<file path="config.mk">
export PLATFORM = sky130hd
export DESIGN_NAME = mem_stage_access_ctrl_flat
export DESIGN_NICKNAME = d
export VERILOG_FILES = /design/src/rtl/mem_stage_access_ctrl_if.sv /design/src/rtl/mem_stage_access_ctrl.sv /design/src/flat_wrapper.sv
export SDC_FILE = /design/constraint.sdc
export NUM_CORES = 1
export LEC_CHECK = 0
export ABC_AREA = 1
export CAP_MARGIN = 20
export CORE_AREA = 2 2 91 93
export CTS_CLUSTER_SIZE = 24
export DETAILED_ROUTE_END_ITERATION = 8
export DIE_AREA = 0 0 93 95
export DONT_BUFFER_PORTS = 1
export PLACE_DENSITY = 0.82
export SKIP_LAST_GASP = 1
export SYNTH_ARGS = -nofsm -noshare
export SYNTH_HDL_FRONTEND = slang
export SYNTH_SLANG_ARGS = --single-unit
</file>
<file path="constraint.sdc">
create_clock -name CLK -period 2.9 [get_ports CLK]
set_input_delay 0.58 -clock CLK [delete_from_list [all_inputs] [get_ports CLK]]
set_output_delay 0.58 -clock CLK [all_outputs]
set_load 0.1 [all_outputs]
</file>
<file path="src/rtl/mem_stage_access_ctrl_if.sv">
`default_nettype none
// ============================================================================
// Module      : mem_stage_access_ctrl_if
// Description : EX/MEM latched memory fields plus the datapath-to-dcache
//               request/response port, grouped for the MEM-stage controller.
// Revision    : 1.0 - initial release
// ============================================================================
interface mem_stage_access_ctrl_if;
  // EX/MEM register outputs
  logic        dREN_EX_MEM;
  logic        dWEN_EX_MEM;
  logic        halt_EX_MEM;
  logic        flush_MEM;
  logic [31:0] dmemaddr_EX_MEM;
  logic [31:0] dmemstore_EX_MEM;
  // cache response
  logic        dhit;
  logic [31:0] dmemload;
  // cache request
  logic        dmemREN;
  logic        dmemWEN;
  logic [31:0] dmemaddr;
  logic [31:0] dmemstore;

  // The MEM-stage controller drives the cache request side
  modport master (
    input  dREN_EX_MEM, dWEN_EX_MEM, halt_EX_MEM, flush_MEM,
    input  dmemaddr_EX_MEM, dmemstore_EX_MEM,
    input  dhit, dmemload,
    output dmemREN, dmemWEN, dmemaddr, dmemstore
  );

  // Pipeline register / cache side
  modport slave (
    output dREN_EX_MEM, dWEN_EX_MEM, halt_EX_MEM, flush_MEM,
    output dmemaddr_EX_MEM, dmemstore_EX_MEM,
    output dhit, dmemload,
    input  dmemREN, dmemWEN, dmemaddr, dmemstore
  );
endinterface
`default_nettype wire

</file>
<file path="src/rtl/mem_stage_access_ctrl.sv">
`default_nettype none
// ============================================================================
// Module      : mem_stage_access_ctrl
// Description : MEM-stage data-memory access controller. Issues dcache
//               requests from the EX/MEM register, owns the dhit handshake,
//               generates the MEM stall, captures load data, latches halt,
//               and keeps saturating access/stall counters plus a watchdog.
// Revision    : 1.0 - initial release
// ============================================================================
module mem_stage_access_ctrl #(
  parameter int CNT_W    = 16,
  parameter int WATCHDOG = 1024
) (
  input  logic                          CLK,
  input  logic                          nRST,
  mem_stage_access_ctrl_if.master       bus,
  output logic                          mem_stall,
  output logic [31:0]                   load_data_MEM,
  output logic                          load_valid_MEM,
  output logic                          halt,
  output logic                          mem_error,
  output logic [CNT_W-1:0]              access_count,
  output logic [CNT_W-1:0]              stall_count
);

  typedef enum logic [1:0] {
    IDLE   = 2'd0,
    WAIT   = 2'd1,
    HALTED = 2'd2
  } state_t;

  state_t      state;
  state_t      state_nxt;
  logic        req;
  logic        active;
  logic        ren;
  logic        wen;
  logic [31:0] addr;
  logic [31:0] store;
  logic        stall;
  logic        squash;
  logic        squash_now;
  logic        rd_done;
  logic        access_done;
  logic        illegal;
  logic        wd_expire;

  // A request is only issued from IDLE when the MEM instruction is not squashed
  assign req = (bus.dREN_EX_MEM | bus.dWEN_EX_MEM) & ~bus.flush_MEM;

  // Next-state and request/stall outputs; everything drops while nRST is low
  always_comb begin
    state_nxt = state;
    active    = 1'b0;
    ren       = 1'b0;
    wen       = 1'b0;
    addr      = 32'h0;
    store     = 32'h0;
    stall     = 1'b0;
    case (state)
      IDLE: begin
        if (req) begin
          active = 1'b1;
          ren    = bus.dREN_EX_MEM;
          wen    = bus.dWEN_EX_MEM & ~bus.dREN_EX_MEM;  // read wins when both set
          addr   = bus.dmemaddr_EX_MEM;
          store  = bus.dmemstore_EX_MEM;
          stall  = ~bus.dhit;
          if (!bus.dhit) state_nxt = WAIT;
        end else if (bus.halt_EX_MEM && !bus.flush_MEM) begin
          state_nxt = HALTED;
        end
      end
      WAIT: begin
        // The cache cannot abort, so a flush here does not drop the request
        active = 1'b1;
        ren    = bus.dREN_EX_MEM;
        wen    = bus.dWEN_EX_MEM & ~bus.dREN_EX_MEM;
        addr   = bus.dmemaddr_EX_MEM;
        store  = bus.dmemstore_EX_MEM;
        stall  = ~bus.dhit;
        if (bus.dhit) state_nxt = IDLE;
      end
      HALTED: begin
        state_nxt = HALTED;
      end
      default: begin
        state_nxt = IDLE;
      end
    endcase
    if (!nRST) begin
      active = 1'b0;
      ren    = 1'b0;
      wen    = 1'b0;
      addr   = 32'h0;
      store  = 32'h0;
      stall  = 1'b0;
    end
  end

  assign bus.dmemREN   = ren;
  assign bus.dmemWEN   = wen;
  assign bus.dmemaddr  = addr;
  assign bus.dmemstore = store;
  assign mem_stall     = stall;

  assign access_done = active & bus.dhit;
  assign rd_done     = ren & bus.dhit;
  assign illegal     = ren & bus.dWEN_EX_MEM;
  // A flush on the completing cycle of a waited access also squashes it
  assign squash_now  = squash | ((state == WAIT) & bus.flush_MEM);

  // FSM state register
  always_ff @(posedge CLK or negedge nRST) begin
    if (!nRST) state <= IDLE;
    else       state <= state_nxt;
  end

  // Sticky squash for the access in flight; cleared when it completes
  always_ff @(posedge CLK or negedge nRST) begin
    if (!nRST)                                squash <= 1'b0;
    else if (state != WAIT || bus.dhit)       squash <= 1'b0;
    else if (bus.flush_MEM)                   squash <= 1'b1;
  end

  // Load result capture and one-cycle valid pulse for MEM/WB
  always_ff @(posedge CLK or negedge nRST) begin
    if (!nRST) begin
      load_data_MEM  <= 32'h0;
      load_valid_MEM <= 1'b0;
    end else begin
      load_valid_MEM <= rd_done & ~squash_now;
      if (rd_done) load_data_MEM <= bus.dmemload;
    end
  end

  // Sticky halt and error flags
  always_ff @(posedge CLK or negedge nRST) begin
    if (!nRST) begin
      halt      <= 1'b0;
      mem_error <= 1'b0;
    end else begin
      if (state_nxt == HALTED)     halt      <= 1'b1;
      if (illegal || wd_expire)    mem_error <= 1'b1;
    end
  end

  // Saturating performance counters
  always_ff @(posedge CLK or negedge nRST) begin
    if (!nRST) begin
      access_count <= '0;
      stall_count  <= '0;
    end else begin
      if (access_done && access_count != {CNT_W{1'b1}})
        access_count <= access_count + CNT_W'(1);
      if (stall && stall_count != {CNT_W{1'b1}})
        stall_count <= stall_count + CNT_W'(1);
    end
  end

  generate
    if (WATCHDOG > 0) begin : g_wd_on
      localparam int WD_W = $clog2(WATCHDOG + 1);
      logic [WD_W-1:0] wd_cnt;

      // Consecutive WAIT cycle counter, saturating at the limit
      always_ff @(posedge CLK or negedge nRST) begin
        if (!nRST)
          wd_cnt <= '0;
        else if (state != WAIT)
          wd_cnt <= '0;
        else if (wd_cnt != WD_W'(WATCHDOG))
          wd_cnt <= wd_cnt + WD_W'(1);
      end

      // Expires at the end of the limit-th WAIT cycle without a dhit
      assign wd_expire = (state == WAIT) && !bus.dhit &&
                         (wd_cnt == WD_W'(WATCHDOG - 1));
    end else begin : g_wd_off
      assign wd_expire = 1'b0;
    end
  endgenerate

endmodule
`default_nettype wire

</file>
<file path="src/flat_wrapper.sv">
// flat-port wrapper written by rule: the top's interface ports become plain ports
module mem_stage_access_ctrl_flat 
#(
  parameter int CNT_W    = 16,
  parameter int WATCHDOG = 1024
)
  (CLK, nRST, mem_stall, load_data_MEM, load_valid_MEM, halt, mem_error, access_count, stall_count, bus_dREN_EX_MEM, bus_dWEN_EX_MEM, bus_halt_EX_MEM, bus_flush_MEM, bus_dmemaddr_EX_MEM, bus_dmemstore_EX_MEM, bus_dhit, bus_dmemload, bus_dmemREN, bus_dmemWEN, bus_dmemaddr, bus_dmemstore);
  mem_stage_access_ctrl_if bus_i ();
  input  logic CLK;
  input  logic nRST;
  output logic mem_stall;
  output logic [31:0] load_data_MEM;
  output logic load_valid_MEM;
  output logic halt;
  output logic mem_error;
  output logic [CNT_W-1:0] access_count;
  output logic [CNT_W-1:0] stall_count;
  input wire logic [$bits(bus_i.dREN_EX_MEM)-1:0] bus_dREN_EX_MEM;
  input wire logic [$bits(bus_i.dWEN_EX_MEM)-1:0] bus_dWEN_EX_MEM;
  input wire logic [$bits(bus_i.halt_EX_MEM)-1:0] bus_halt_EX_MEM;
  input wire logic [$bits(bus_i.flush_MEM)-1:0] bus_flush_MEM;
  input wire logic [$bits(bus_i.dmemaddr_EX_MEM)-1:0] bus_dmemaddr_EX_MEM;
  input wire logic [$bits(bus_i.dmemstore_EX_MEM)-1:0] bus_dmemstore_EX_MEM;
  input wire logic [$bits(bus_i.dhit)-1:0] bus_dhit;
  input wire logic [$bits(bus_i.dmemload)-1:0] bus_dmemload;
  output wire logic [$bits(bus_i.dmemREN)-1:0] bus_dmemREN;
  output wire logic [$bits(bus_i.dmemWEN)-1:0] bus_dmemWEN;
  output wire logic [$bits(bus_i.dmemaddr)-1:0] bus_dmemaddr;
  output wire logic [$bits(bus_i.dmemstore)-1:0] bus_dmemstore;
  assign bus_i.dREN_EX_MEM = bus_dREN_EX_MEM;
  assign bus_i.dWEN_EX_MEM = bus_dWEN_EX_MEM;
  assign bus_i.halt_EX_MEM = bus_halt_EX_MEM;
  assign bus_i.flush_MEM = bus_flush_MEM;
  assign bus_i.dmemaddr_EX_MEM = bus_dmemaddr_EX_MEM;
  assign bus_i.dmemstore_EX_MEM = bus_dmemstore_EX_MEM;
  assign bus_i.dhit = bus_dhit;
  assign bus_i.dmemload = bus_dmemload;
  assign bus_dmemREN = bus_i.dmemREN;
  assign bus_dmemWEN = bus_i.dmemWEN;
  assign bus_dmemaddr = bus_i.dmemaddr;
  assign bus_dmemstore = bus_i.dmemstore;
  mem_stage_access_ctrl #(.CNT_W(CNT_W), .WATCHDOG(WATCHDOG)) u_core (.CLK(CLK), .nRST(nRST), .bus(bus_i), .mem_stall(mem_stall), .load_data_MEM(load_data_MEM), .load_valid_MEM(load_valid_MEM), .halt(halt), .mem_error(mem_error), .access_count(access_count), .stall_count(stall_count));
endmodule
</file>
Word-level counts from Yosys, hierarchy flattened. Index checks and enable logic that the tools add are counted.

Register bits after elaboration: 81. Input port bits: 103. Output and inout port bits: 134.

$add $sub $neg: 3. Equality and inequality tests: 8. Muxes and demuxes: 27. Bitwise gates (word level): 13. Reduce and logical (&&, ||, !) cells: 12.

Operator list (count): $mux 32 (4); $pmux 32 s2 (2); $add 16x1->16 const B (2); $ne 16x16->1 const B (2); $mux 11 (2); $add 11x1->11 const B (1); $eq 11x10->1 const B (1); $ne 11x11->1 const B (1); $mux 1 (10); $mux 2 (4); $pmux 1 s2 (4); $and 1x1->1 (7); $pmux 2 s3 (1); $logic_and 1x1->1 (5); $eq 2x2->1 const B (2); $not 1->1 (4); $reduce_bool 2->1 (2); $eq 2x1->1 const B (1); $logic_not 1->1 (2); $logic_not 2->1 (1); $logic_or 1x1->1 (2); $ne 2x1->1 const B (1); $or 1x1->1 (2).

Depth between registers and ports, before layout.
Depth after elaboration: 7. Mapped depth: 10. Mapped depth without buffers: 9.

Worst setup path before layout. Ideal clock, no wire load.

Path type: input-to-output. Start point: in bus_dWEN_EX_MEM. End point: out bus_dmemWEN. Arrival: 3063 ps. Required time: 2320 ps. Setup slack: -743 ps. Stages: 7. Path buffers: 1. Cells stage by stage: inv_1 > nand2_1 > nand2_1 > nand2_1 > nand2_1 > buf_2 > nor3_1.

Word-level cells in the longest chain between the ends: 5.

Ends and longest elaborated chain: from (decl) (RTL line flat_wrapper.sv:19) `input wire logic [$bits(bus_i.dWEN_EX_MEM)-1:0] bus_dWEN_EX_MEM;`; $or 1x1->1 (RTL line mem_stage_access_ctrl.sv:49) `assign req = (bus.dREN_EX_MEM | bus.dWEN_EX_MEM) & ~bus.flush_MEM;`; $and 1x1->1 (RTL line mem_stage_access_ctrl.sv:49); $mux 1 (RTL line mem_stage_access_ctrl.sv:62) `if (req) begin`; $pmux 1 s2 (*) (RTL line mem_stage_access_ctrl.sv:60) `case (state)`; $mux 1 (*) (RTL line mem_stage_access_ctrl.sv:91) `if (!nRST) begin`; to (decl) (RTL line flat_wrapper.sv:27) `output wire logic [$bits(bus_i.dmemWEN)-1:0] bus_dmemWEN;`.

Mark *: on every way between the ends. The rest lies on a longest branch, timed or not.

Worst setup path in the final report.
Start point: reg u_core.state[0]. End point: out bus_dmemstore[24].

Word-level cells in the longest chain between the ends: 3.

Ends and longest elaborated chain: from (decl) (RTL line mem_stage_access_ctrl.sv:32) `state_t state;`; from (signal assigned) (RTL line mem_stage_access_ctrl.sv:116) `else state <= state_nxt;`; $eq 2x1->1 or $logic_not 2->1 (tied branches) (RTL line mem_stage_access_ctrl.sv:60); $pmux 32 s2 (*) (RTL line mem_stage_access_ctrl.sv:60); $mux 32 (*) (RTL line mem_stage_access_ctrl.sv:91); to (decl) (RTL line flat_wrapper.sv:29) `output wire logic [$bits(bus_i.dmemstore)-1:0] bus_dmemstore;`.

Marked as above.

==> results by group <==
Power
  • VDD IR max: 0.718 mV
  • PwrDens: 787 mW/mm2
  • LEAKAGE: roughly 3.4 nW

Cells and area
  • # fillers: between 400 and 500
  • Nets: 890
  • Finished Layout Cells: between 800 and 900
  • N_diodes: 0
  • Synthesis-to-layout area growth: 41.5%
  • Share of cells above drive strength 1: between 20% and 30%

Global route
  • Tot GR Track Use: 34.6%
  • Vias in the first global route: 5007
  • Pin count of the biggest net entering global routing: just over 80
  • First-pass GRT wire length: between 20 and 25 mm
  • GRT overflow: 0
  • Initial antenna violation count: 0

Placement
  • Hpwl dp: 11.4 mm
  • GP Congestion: about 0.92
  • Number of port buffers: 0
  • Placed Cells: between 800 and 900

CTS
  • Postcts setup bufs: 0
  • Num CTS Buffers: 9
  • Clock Path Buffers: 2
  • Clock Latency Late Sink: 0.35 ns
  • Reg clk slew, reported paths: ~0.09 ns
  • CTS tree: yes
  • Clock root buffer: clkbuf_8
  • Cts repair resizes: 0
  • CTS sink count: between 80 and 90
  • H-tree depth: 3

Worst setup path
  • CP startpoint: u_core.state[0]
  • Crit Path Max Fanout: 54
  • R2R depth: 7
  • CP arrival: just under 2 ns
  • Critical Path End Type: primary output
  • Critical path type: reg -> out
  • Reg-to-reg slack, setup: ~0.79 ns
  • Req. time, crit path: between 2 and 2.5 ns
  • Worst r2r dst: u_core.load_data_MEM[17]
  • CP endpoint: bus_dmemstore[24]
  • Startpoint Class: register
  • R2R Path Start: u_core.state[1]

STA
  • Rel. slew slack: ~32%
  • Final setup viols: 0
  • Final Hold Slack: roughly 0.10 ns
  • Hold Violations, Final: 0
  • RSZ-0062 raised after global routing: no
  • Tcrit/Tclk final: 87.6%
  • Pins over their slew limit: 0
  • Fmax: 394 MHz
  • Minimum clock period: 2.54 ns
  • Worst-case clock skew: between 0.01 and 0.015 ns
  • Least-Margin Pin Slew: about 1.0 ns

Status
  • Status: finished clean

Route
  • Final ANT Viol Nets: 0
  • Initial DRC Count: around 250
  • Drt pass-1 iters: 4
  • Routed WL: roughly 15 mm
  • Vias: roughly 4900
  • Routed len/inst: 17.1 um
  • DRC errors left: 0
  • Post-DR vias/cell: about 5.5

Yosys
  • Most frequent cell after synthesis: nand2_1
  • Top cells by area in the synthesized netlist: dfrtp_1, nand2_1, nor2_1
  • Post-synth ARST share: between 90% and 100%
  • Post-synth top area share: between 40 and 50%
  • Seq/Total Area, Yosys: a little over two fifths
  • #FFs+latches synth: 81
  • Yosys top cell by area: dfrtp_1
  • Avg Synthesized Cell Area: 6.86 um2
  • Synthesized area: 0.00474 mm2
  • Cell variety after synth: 30
  • Post-synth top flop: dfrtp_1
  • EDFF count, synth: 0
  • Post-synth net total: around 800
  • Synth warn: 0
  • Commonest cells in the netlist: nand2_1, nor2_1, inv_1
  • Post-Syn Instances: a little under 700

Hold path
  • Worst hold path type: in -> async

Floorplanning
  • Top-level port count: 237
  • Die Y: between 90 and 100 um
  • Initial cell density of the core: between 50% and 60%
  • Die W: 93 um
  • Core ar.: between 0.007 and 0.008 mm2
  • Die area: approximately 0.009 mm2
  • FP Rows: 33

Flow run
  • Max-cap violation count: 0
-- cell families after synthesis --
kind of cell | synth area share [%]
AND/OR/NAND/NOR | 38.2
buffers and inverters | 12.2
adder cells (fa/ha/maj) | 1.06
flip-flops | 42.8
AO/OA/AOI/OAI | 3.56
XOR/XNOR | 2.22
-- per-layer routing --
metal | vias up | share of wire, % | GRT usage, % | wire [um]
met1 | 2345 | 35 | 38.3 | 5310
met5 | - | 0 | 0 | 0
met3 | 47 | 8.4 | 9.66 | 1280
met4 | 0 | 2.9 | 12.3 | 449
met2 | 278 | 54 | 63.9 | 8200
li1 | 2261 | - | - | -
-- worst min path at each step --
stage / from / endpoint / slack (ns) / cells after the start
3_3_place_gp: nRST / u_core.access_count[6] / 0.29 / 0
5_1_grt: nRST / u_core.access_count[5] / 0.13 / 1
2_1_floorplan: nRST / u_core.access_count[0] / 0.28 / 0
6_report: nRST / u_core.access_count[5] / 0.10 / 1
3_5_place_dp: nRST / u_core.access_count[5] / 0.29 / 0
4_1_cts: nRST / u_core.access_count[5] / 0.13 / 1
-- final cells by class --
cell class                      count  area (um2)  share of cell area, %
Sequential cell                    81        2030                   30.2
Timing Repair Buffer              104        1630                   24.3
Clock inverter                      5        57.6                  0.859
Inverter                          112         420                   6.27
Multi-Input combinational cell    475        2310                   34.5
Tap cell                          105         131                   1.96
Clock buffer                       10         128                   1.90
-- stage by stage --
step	util [%]	TNS (ns)	setup slack [ns]	instance area (um2)	power, mW
floorplan	-	-7.28	-0.146	4770	3.85
global placement	81.9	0	0.556	6490	4.37
CTS	84.5	0	0.382	6700	5.27
global route	84.5	0	0.267	6700	5.45
detailed placement	81.9	0	0.455	6490	4.45
finish	84.5	0	0.359	6700	5.27
-- power breakdown --
part / internal, mW / switching [mW] / total (mW)
Clock: 0.392 / 0.410 / 0.802
Combinational: 0.518 / 1.58 / 2.09
Sequential: 1.31 / 1.07 / 2.38
-- state kept, by name, indices dropped and copies added, names as in the netlist --
register,count
u_core.access_count,16
u_core.g_wd_on.wd_cnt,11
u_core.halt,1
u_core.load_data_MEM,32
u_core.load_valid_MEM,1
u_core.mem_error,1
u_core.squash,1
u_core.stall_count,16
u_core.state,2
-- worst max-delay path, stage by stage (launching register included) --
cell	delay [ns]
dfrtp_1	0.37
inv_1	0.17
nand2_1	0.17
nand2_4	0.23
buf_12	0.35
nor2_2	0.11
buf_12	0.19
-- timing repair --
action                                  CTS  global route
endpoints found under the setup margin    0             0
hold buffers                              1             0
hold endpoints to repair                 81             0
-- cells in the final DEF (no fill, tap or decap), drive strengths merged --
master	synthesis	routed
ha	4	4
o21a	1	1
nor3b	1	1
bufinv	0	1
a211oi	2	2
a21oi	7	7
nor3	6	6
nand2	235	235
nand4	12	12
nand3	61	61
buf	19	104
nor2	115	115
clkinvlp	0	3
or2	2	2
inv	111	111
xor2	12	12
o21ai	17	17
clkbuf	4	10
clkinv	1	2
dfrtp	81	81
Power figures use the tool's default switching activity.
